[src/rtl/mmio_uart_tx.sv]
// rtl/mmio_uart_tx.sv - memory-mapped 8N1 UART transmitter with byte FIFO
// Purpose: CPU stores to TXDATA (BASE+0) queue bytes in a FIFO; a serializer
//   drains the FIFO onto tx as 8N1 frames. STATUS (BASE+4) is read combinationally.
// Ports:
//   clk          system clock, all state on rising edge
//   rst_n        synchronous active-low reset
//   data_addr    CPU data address
//   data_wr      CPU store data
//   data_wr_en   CPU byte write enables (only bit 0 is used)
//   data_rd_out  STATUS read data; 0 for TXDATA or when hit=0
//   hit          data_addr falls in this block's 8-byte window
//   tx           serial output, registered, idle high
//   busy         FIFO non-empty or frame in progress
module mmio_uart_tx #(
  parameter logic [31:0] BASE_ADDR  = 32'h1000_0000,
  parameter int          CLK_DIV    = 16,
  parameter int          FIFO_DEPTH = 8
) (
  input  logic        clk,
  input  logic        rst_n,
  input  logic [31:0] data_addr,
  input  logic [31:0] data_wr,
  input  logic [3:0]  data_wr_en,
  output logic [31:0] data_rd_out,
  output logic        hit,
  output logic        tx,
  output logic        busy
);

  localparam int AW = $clog2(FIFO_DEPTH);
  localparam int CW = $clog2(CLK_DIV);
  localparam logic [CW-1:0] CNT_LAST = CW'(CLK_DIV - 1);
  localparam logic [AW:0]   CNT_FULL = (AW + 1)'(FIFO_DEPTH);

  typedef enum logic [1:0] {S_IDLE, S_START, S_DATA, S_STOP} state_t;

  state_t        state_q, state_d;
  logic          tx_q, tx_d;
  logic [7:0]    shift_q, shift_d;
  logic [CW-1:0] cnt_q, cnt_d;
  logic [2:0]    bit_q, bit_d;
  logic          pop;
  logic          cnt_end;

  logic [7:0]    fifo_mem [FIFO_DEPTH];
  logic [AW-1:0] wr_ptr, rd_ptr;
  logic [AW:0]   count;
  logic          ovf;
  logic          empty, full, idle;
  logic          sel_tx, sel_st, push, ovf_set, ovf_clr;
  logic [7:0]    head;

  // Upper write enables and low store-data bits have no register behind them.
  logic unused_bits;
  assign unused_bits = ^{data_addr[1:0], data_wr[31:3], data_wr[1:0], data_wr_en[3:1]};

  assign hit     = (data_addr[31:3] == BASE_ADDR[31:3]);
  assign sel_tx  = hit & ~data_addr[2] & data_wr_en[0];
  assign sel_st  = hit &  data_addr[2] & data_wr_en[0];
  assign empty   = (count == '0);
  assign full    = (count == CNT_FULL);
  assign idle    = (state_q == S_IDLE) & empty;
  assign head    = fifo_mem[rd_ptr];
  // A pop frees a slot in the same cycle, so a full FIFO still accepts then.
  assign push    = sel_tx & (~full | pop);
  assign ovf_set = sel_tx & full & ~pop;
  assign ovf_clr = sel_st & data_wr[2];
  assign cnt_end = (cnt_q == CNT_LAST);

  assign tx   = tx_q;
  assign busy = ~idle;
  assign data_rd_out = (hit & data_addr[2]) ?
                       {16'h0, 8'(count), 4'h0, empty, ovf, full, idle} : 32'h0;

  always_comb begin
    state_d = state_q;
    tx_d    = tx_q;
    shift_d = shift_q;
    cnt_d   = cnt_q;
    bit_d   = bit_q;
    pop     = 1'b0;
    if (state_q != S_IDLE) cnt_d = cnt_end ? '0 : cnt_q + 1'b1;
    unique case (state_q)
      S_IDLE: begin
        if (!empty) begin
          pop     = 1'b1;
          shift_d = head;
          tx_d    = 1'b0;
          cnt_d   = '0;
          state_d = S_START;
        end
      end
      S_START: begin
        if (cnt_end) begin
          tx_d    = shift_q[0];
          bit_d   = 3'd0;
          state_d = S_DATA;
        end
      end
      S_DATA: begin
        if (cnt_end) begin
          if (bit_q == 3'd7) begin
            tx_d    = 1'b1;
            state_d = S_STOP;
          end else begin
            // Next bit is shift_q[1], i.e. bit 0 of the shifted value.
            shift_d = {1'b0, shift_q[7:1]};
            tx_d    = shift_q[1];
            bit_d   = bit_q + 3'd1;
          end
        end
      end
      S_STOP: begin
        if (cnt_end) begin
          if (!empty) begin
            pop     = 1'b1;
            shift_d = head;
            tx_d    = 1'b0;
            state_d = S_START;
          end else begin
            state_d = S_IDLE;
          end
        end
      end
      default: state_d = S_IDLE;
    endcase
  end

  always_ff @(posedge clk) begin
    if (!rst_n) begin
      state_q <= S_IDLE;
      tx_q    <= 1'b1;
      shift_q <= '0;
      cnt_q   <= '0;
      bit_q   <= '0;
    end else begin
      state_q <= state_d;
      tx_q    <= tx_d;
      shift_q <= shift_d;
      cnt_q   <= cnt_d;
      bit_q   <= bit_d;
    end
  end

  always_ff @(posedge clk) begin
    if (!rst_n) begin
      wr_ptr <= '0;
      rd_ptr <= '0;
      count  <= '0;
      ovf    <= 1'b0;
    end else begin
      if (push) wr_ptr <= wr_ptr + 1'b1;
      if (pop)  rd_ptr <= rd_ptr + 1'b1;
      if (push && !pop)      count <= count + 1'b1;
      else if (pop && !push) count <= count - 1'b1;
      if (ovf_clr)      ovf <= 1'b0;
      else if (ovf_set) ovf <= 1'b1;
    end
  end

  always_ff @(posedge clk) begin
    if (rst_n && push) fifo_mem[wr_ptr] <= data_wr[7:0];
  end

endmodule

[config.mk]
export PLATFORM = sky130hd
export DESIGN_NAME = mmio_uart_tx
export DESIGN_NICKNAME = d
export VERILOG_FILES = /design/src/rtl/mmio_uart_tx.sv
export SDC_FILE = /design/constraint.sdc
export NUM_CORES = 1
export LEC_CHECK = 0
export CAP_MARGIN = 5
export CORE_ASPECT_RATIO = 2
export CORE_UTILIZATION = 53
export DETAILED_ROUTE_END_ITERATION = 16
export GPL_TIMING_DRIVEN = 0
export MAX_ROUTING_LAYER = met4
export PLACE_DENSITY_LB_ADDON = 0.05
export SLEW_MARGIN = 25
export SYNTH_ARGS = -nofsm -noshare
export SYNTH_HDL_FRONTEND = slang
export SYNTH_SLANG_ARGS = --single-unit
[constraint.sdc]
create_clock -name clk -period 4.45 [get_ports clk]
set_input_delay 0.6675 -clock clk [delete_from_list [all_inputs] [get_ports clk]]
set_output_delay 0.6675 -clock clk [all_outputs]
set_load 0.005 [all_outputs]
==> results.tsv, run 1 <==
metric	value	unit
run_status	finished, final reports clean	
setup_total_negative_slack	0	ps
critPathCaptureType	output pin	
ff2ff_setup_slack	1210	ps
cts-hold-fix-buffers	0	
cts_repair_resizes	0	
layout.cells.most_common	sky130_fd_sc_hd__edfxtp_1	
synth-seq-cells	96	
grt_remaining_overflow	0	
synth_area	4320	sq um
final_count_of_hold_timing_violations	0	
p_per_area	490	nW/um^2
design.portCount	105	
rr_startpoint	state_q[0]$_SDFFE_PN0P_	
cts_tree	built	
grt_max_degree	20	
antenna_violations_before_repair	0	
timing.setup.critical_path_class	input port to output pin	
holdPathStages	2	
detail_route.wl_per_cell	17.4	microns
post-synth-top-area-fraction	0.445	
final_cells	513	
detailedPlacementHpwl	6.75	mm
fp.dieW	65.9	microns
hold_start	shift_q[4]$_SDFFE_PN0P_	
final_setup_viols	0	
area_delta_synth_final	24.9	%
via_per_inst	5.53	
share_seq_of_total_power	0.413	
core.rowCount	46	
layout_min_cycle_time	3870	ps
dr.pass1.iters	5	
fraction_of_power_consumed_by_the_clock_network	0.305	
fp.dieArea	8540	sq um
drv.max_cap_violation_count	0	
worst_ep_arrival_time	3200	ps
drt.antenna.violating_nets	0	
max_slew.worst_pin.slew	989	ps
tritoncts.num_buffers	9	
vias	2839	
critical_path.startpoint_type	input port	
buffer_type_at_the_clock_tree_root	sky130_fd_sc_hd__clkbuf_16	
worst_ep_required_time	3780	ps
main_synth_ff_type	sky130_fd_sc_hd__edfxtp_1	
netlist-cell-type-count	47	
max_fo_critical_path	7	
cts_sinks	96	
clk_transition_reported_paths	70	ps
gpl.final_weighted_congestion	0.810	
drc_violations_left	0	
timing.clock.skew	7.85	ps
final.period_utilization	0.869	
synth_enable_flop_cells	64	
post-place-cells	497	
switching_power	0.000825	W
finish.net_count	495	
finalWirelength	8.91	mm
fp.coreArea	7890	sq um
switching_share	0.312	
first_global_vias	2798	
global_route.usage.total	0.238	
slew_headroom	0.338	
hold_class	flop to flop	
deepest_level_of_the_cts_h_tree	3	
initial_util	0.548	
clock_tree.buffer_depth	2	
antennaDiodeCount	0	
irDropWorstVdd	403	uV
reg_to_reg_endpoint	count[3]$_SDFFE_PN0P_	
ys_async_sr_fraction	0	
grt_pass1_wl	14.0	mm
netlist_top_cells_area	sky130_fd_sc_hd__edfxtp_1 44%, sky130_fd_sc_hd__dfxtp_1 15%, sky130_fd_sc_hd__mux4_2 8.3%	
postSynthCellCount	325	
rsz0062_at_grt	no	
total_leakage_power	1.94	nW
drt_iter0_markers	142	
synth_seq_area_share	0.593	
post_synth.cell_area_avg	13.3	sq um
report.final.slew_viol_count	0	
post-synth-top-area-cell	sky130_fd_sc_hd__edfxtp_1	
postCtsSetupRepairBufs	0	
drive_gt1_frac	0.182	
internal_power	0.00182	W
placement.io_buffers	51	
worst-r2r-cell-count	12	
most_frequent_cells_in_the_layout	64 x sky130_fd_sc_hd__edfxtp_1, 51 x sky130_fd_sc_hd__clkdlybuf4s50_1, 32 x sky130_fd_sc_hd__dfxtp_1, 27 x sky130_fd_sc_hd__buf_4, 24 x sky130_fd_sc_hd__conb_1	
fmax	259	MHz
share_comb_of_total_power	0.282	
endpoint_of_the_worst_hold_timing_path	shift_q[4]$_SDFFE_PN0P_	
clk_latency	340	ps
synth-warning-count	0	
die_height	130	microns
[state kept, by name, indices dropped and copies added, names as in the netlist, 2 cells and up, named ones only]
register  cells
bit_q         3
wr_ptr        3
state_q       2
fifo_mem     64
rd_ptr        3
count         4
cnt_q         4
shift_q       8
[logic make-up after synthesis]
group                      count (synthesis)  share of synthesized area
muxes                                     22                     0.0979
other                                      1                   0.000868
and+or+nand+nor                           91                      0.116
adders and majority gates                 13                     0.0394
xor gates and xnor gates                   7                     0.0142
buffers and inverters                     42                     0.0591
AOI/OAI and AO/OA                         53                     0.0802
DFF                                       96                      0.593
[synth_stat cells (2+ instances only)]
library cell and count:
sky130_fd_sc_hd__nor4_4 2, sky130_fd_sc_hd__inv_1 6, sky130_fd_sc_hd__mux2i_1 4, sky130_fd_sc_hd__dfxtp_1 32
sky130_fd_sc_hd__and2_1 5, sky130_fd_sc_hd__a41oi_1 2, sky130_fd_sc_hd__o211a_1 2, sky130_fd_sc_hd__o21ai_0 15
sky130_fd_sc_hd__o22ai_1 7, sky130_fd_sc_hd__o31ai_1 8, sky130_fd_sc_hd__nor4b_1 2, sky130_fd_sc_hd__ha_1 12
sky130_fd_sc_hd__nor2_1 20, sky130_fd_sc_hd__clkbuf_1 7, sky130_fd_sc_hd__buf_2 3, sky130_fd_sc_hd__xor2_1 3
sky130_fd_sc_hd__nand3_1 14, sky130_fd_sc_hd__a21oi_1 7, sky130_fd_sc_hd__mux2_2 2, sky130_fd_sc_hd__nor3_1 10
sky130_fd_sc_hd__nand2_1 14, sky130_fd_sc_hd__xnor2_1 4, sky130_fd_sc_hd__a22oi_1 4, sky130_fd_sc_hd__a211oi_1 2
sky130_fd_sc_hd__and3_1 3, sky130_fd_sc_hd__nor4_1 6, sky130_fd_sc_hd__nand4_1 3, sky130_fd_sc_hd__buf_4 25
sky130_fd_sc_hd__edfxtp_1 64, sky130_fd_sc_hd__mux4_2 16, sky130_fd_sc_hd__nand2b_1 5
[metal layers]
metal  global-route usage  vias up  routed length, microns
met3               0.0446       19                     203
li1                     -     1369                       -
met5                    -        -                       0
met2                0.419       51                    5210
met1                0.239     1400                    3180
met4                0.130        0                     321
[power groups by stage]
stage               sequential (W)  combinational [W]  clock (W)
CTS                        0.00109           0.000752   0.000828
finish                     0.00109           0.000746   0.000806
global placement           0.00111           0.000734          0
floorplan                  0.00110           0.000540          0
detailed placement         0.00111           0.000750          0
global route               0.00111           0.000830   0.000853
[area by class of cell]
| type | count | area [sq um] |
|---|---|---|
| sequential | 96 | 2560 |
| clock buffer | 9 | 225 |
| multi-input combinational | 210 | 1620 |
| inverter | 7 | 26.3 |
| buffer | 35 | 229 |
| clock inverter | 7 | 95.1 |
| timing repair buffer | 53 | 526 |
| fill | 590 | 2490 |
| tap | 96 | 120 |
[critical path, stage by stage]
cell and delay, ps:
sky130_fd_sc_hd__clkdlybuf4s50_1 410, sky130_fd_sc_hd__nor4_1 420, sky130_fd_sc_hd__nand4_1 190, sky130_fd_sc_hd__nor4_1 730, sky130_fd_sc_hd__and3_1 270, sky130_fd_sc_hd__clkdlybuf4s50_1 490
[stage by stage]
stage                     total power (W)  utilization  setup slack (ps)  hold slack [ps]  cell area [sq um]
after global placement            0.00184        0.639               441              451               5040
final                             0.00265        0.685               584              465               5400
after floorplan                   0.00164            -              1400              440               4410
after detailed placement          0.00186        0.644               631              458               5080
after CTS                         0.00267        0.685               627              467               5400
after global routing              0.00279        0.685               331              502               5400
[worst max-delay path by stage]
stage / slack (ps) / start / depth (start not counted) / to
after global routing: 330 / data_addr[25] / 6 / data_rd_out[1]
after global placement: 440 / data_addr[4] / 6 / fifo_mem[3][1]$_DFFE_PP_
after CTS: 630 / data_addr[25] / 6 / data_rd_out[1]
after detailed placement: 630 / data_addr[25] / 6 / data_rd_out[1]
final: 580 / data_addr[15] / 6 / data_rd_out[1]
after floorplan: 1400 / data_addr[25] / 11 / count[3]$_SDFFE_PN0P_
Power figures use the tool's default switching activity.
==> inputs of run 2 (changes only) <==
--- a/config.mk
+++ b/config.mk
@@ -12,6 +12,7 @@
 export GPL_TIMING_DRIVEN = 0
 export MAX_ROUTING_LAYER = met4
 export PLACE_DENSITY_LB_ADDON = 0.05
+export SKIP_LAST_GASP = 1
 export SLEW_MARGIN = 25
 export SYNTH_ARGS = -nofsm -noshare
 export SYNTH_HDL_FRONTEND = slang
==> results of run 2 <==
No change in the layout: final DEF, timing and power equal those of run 1.
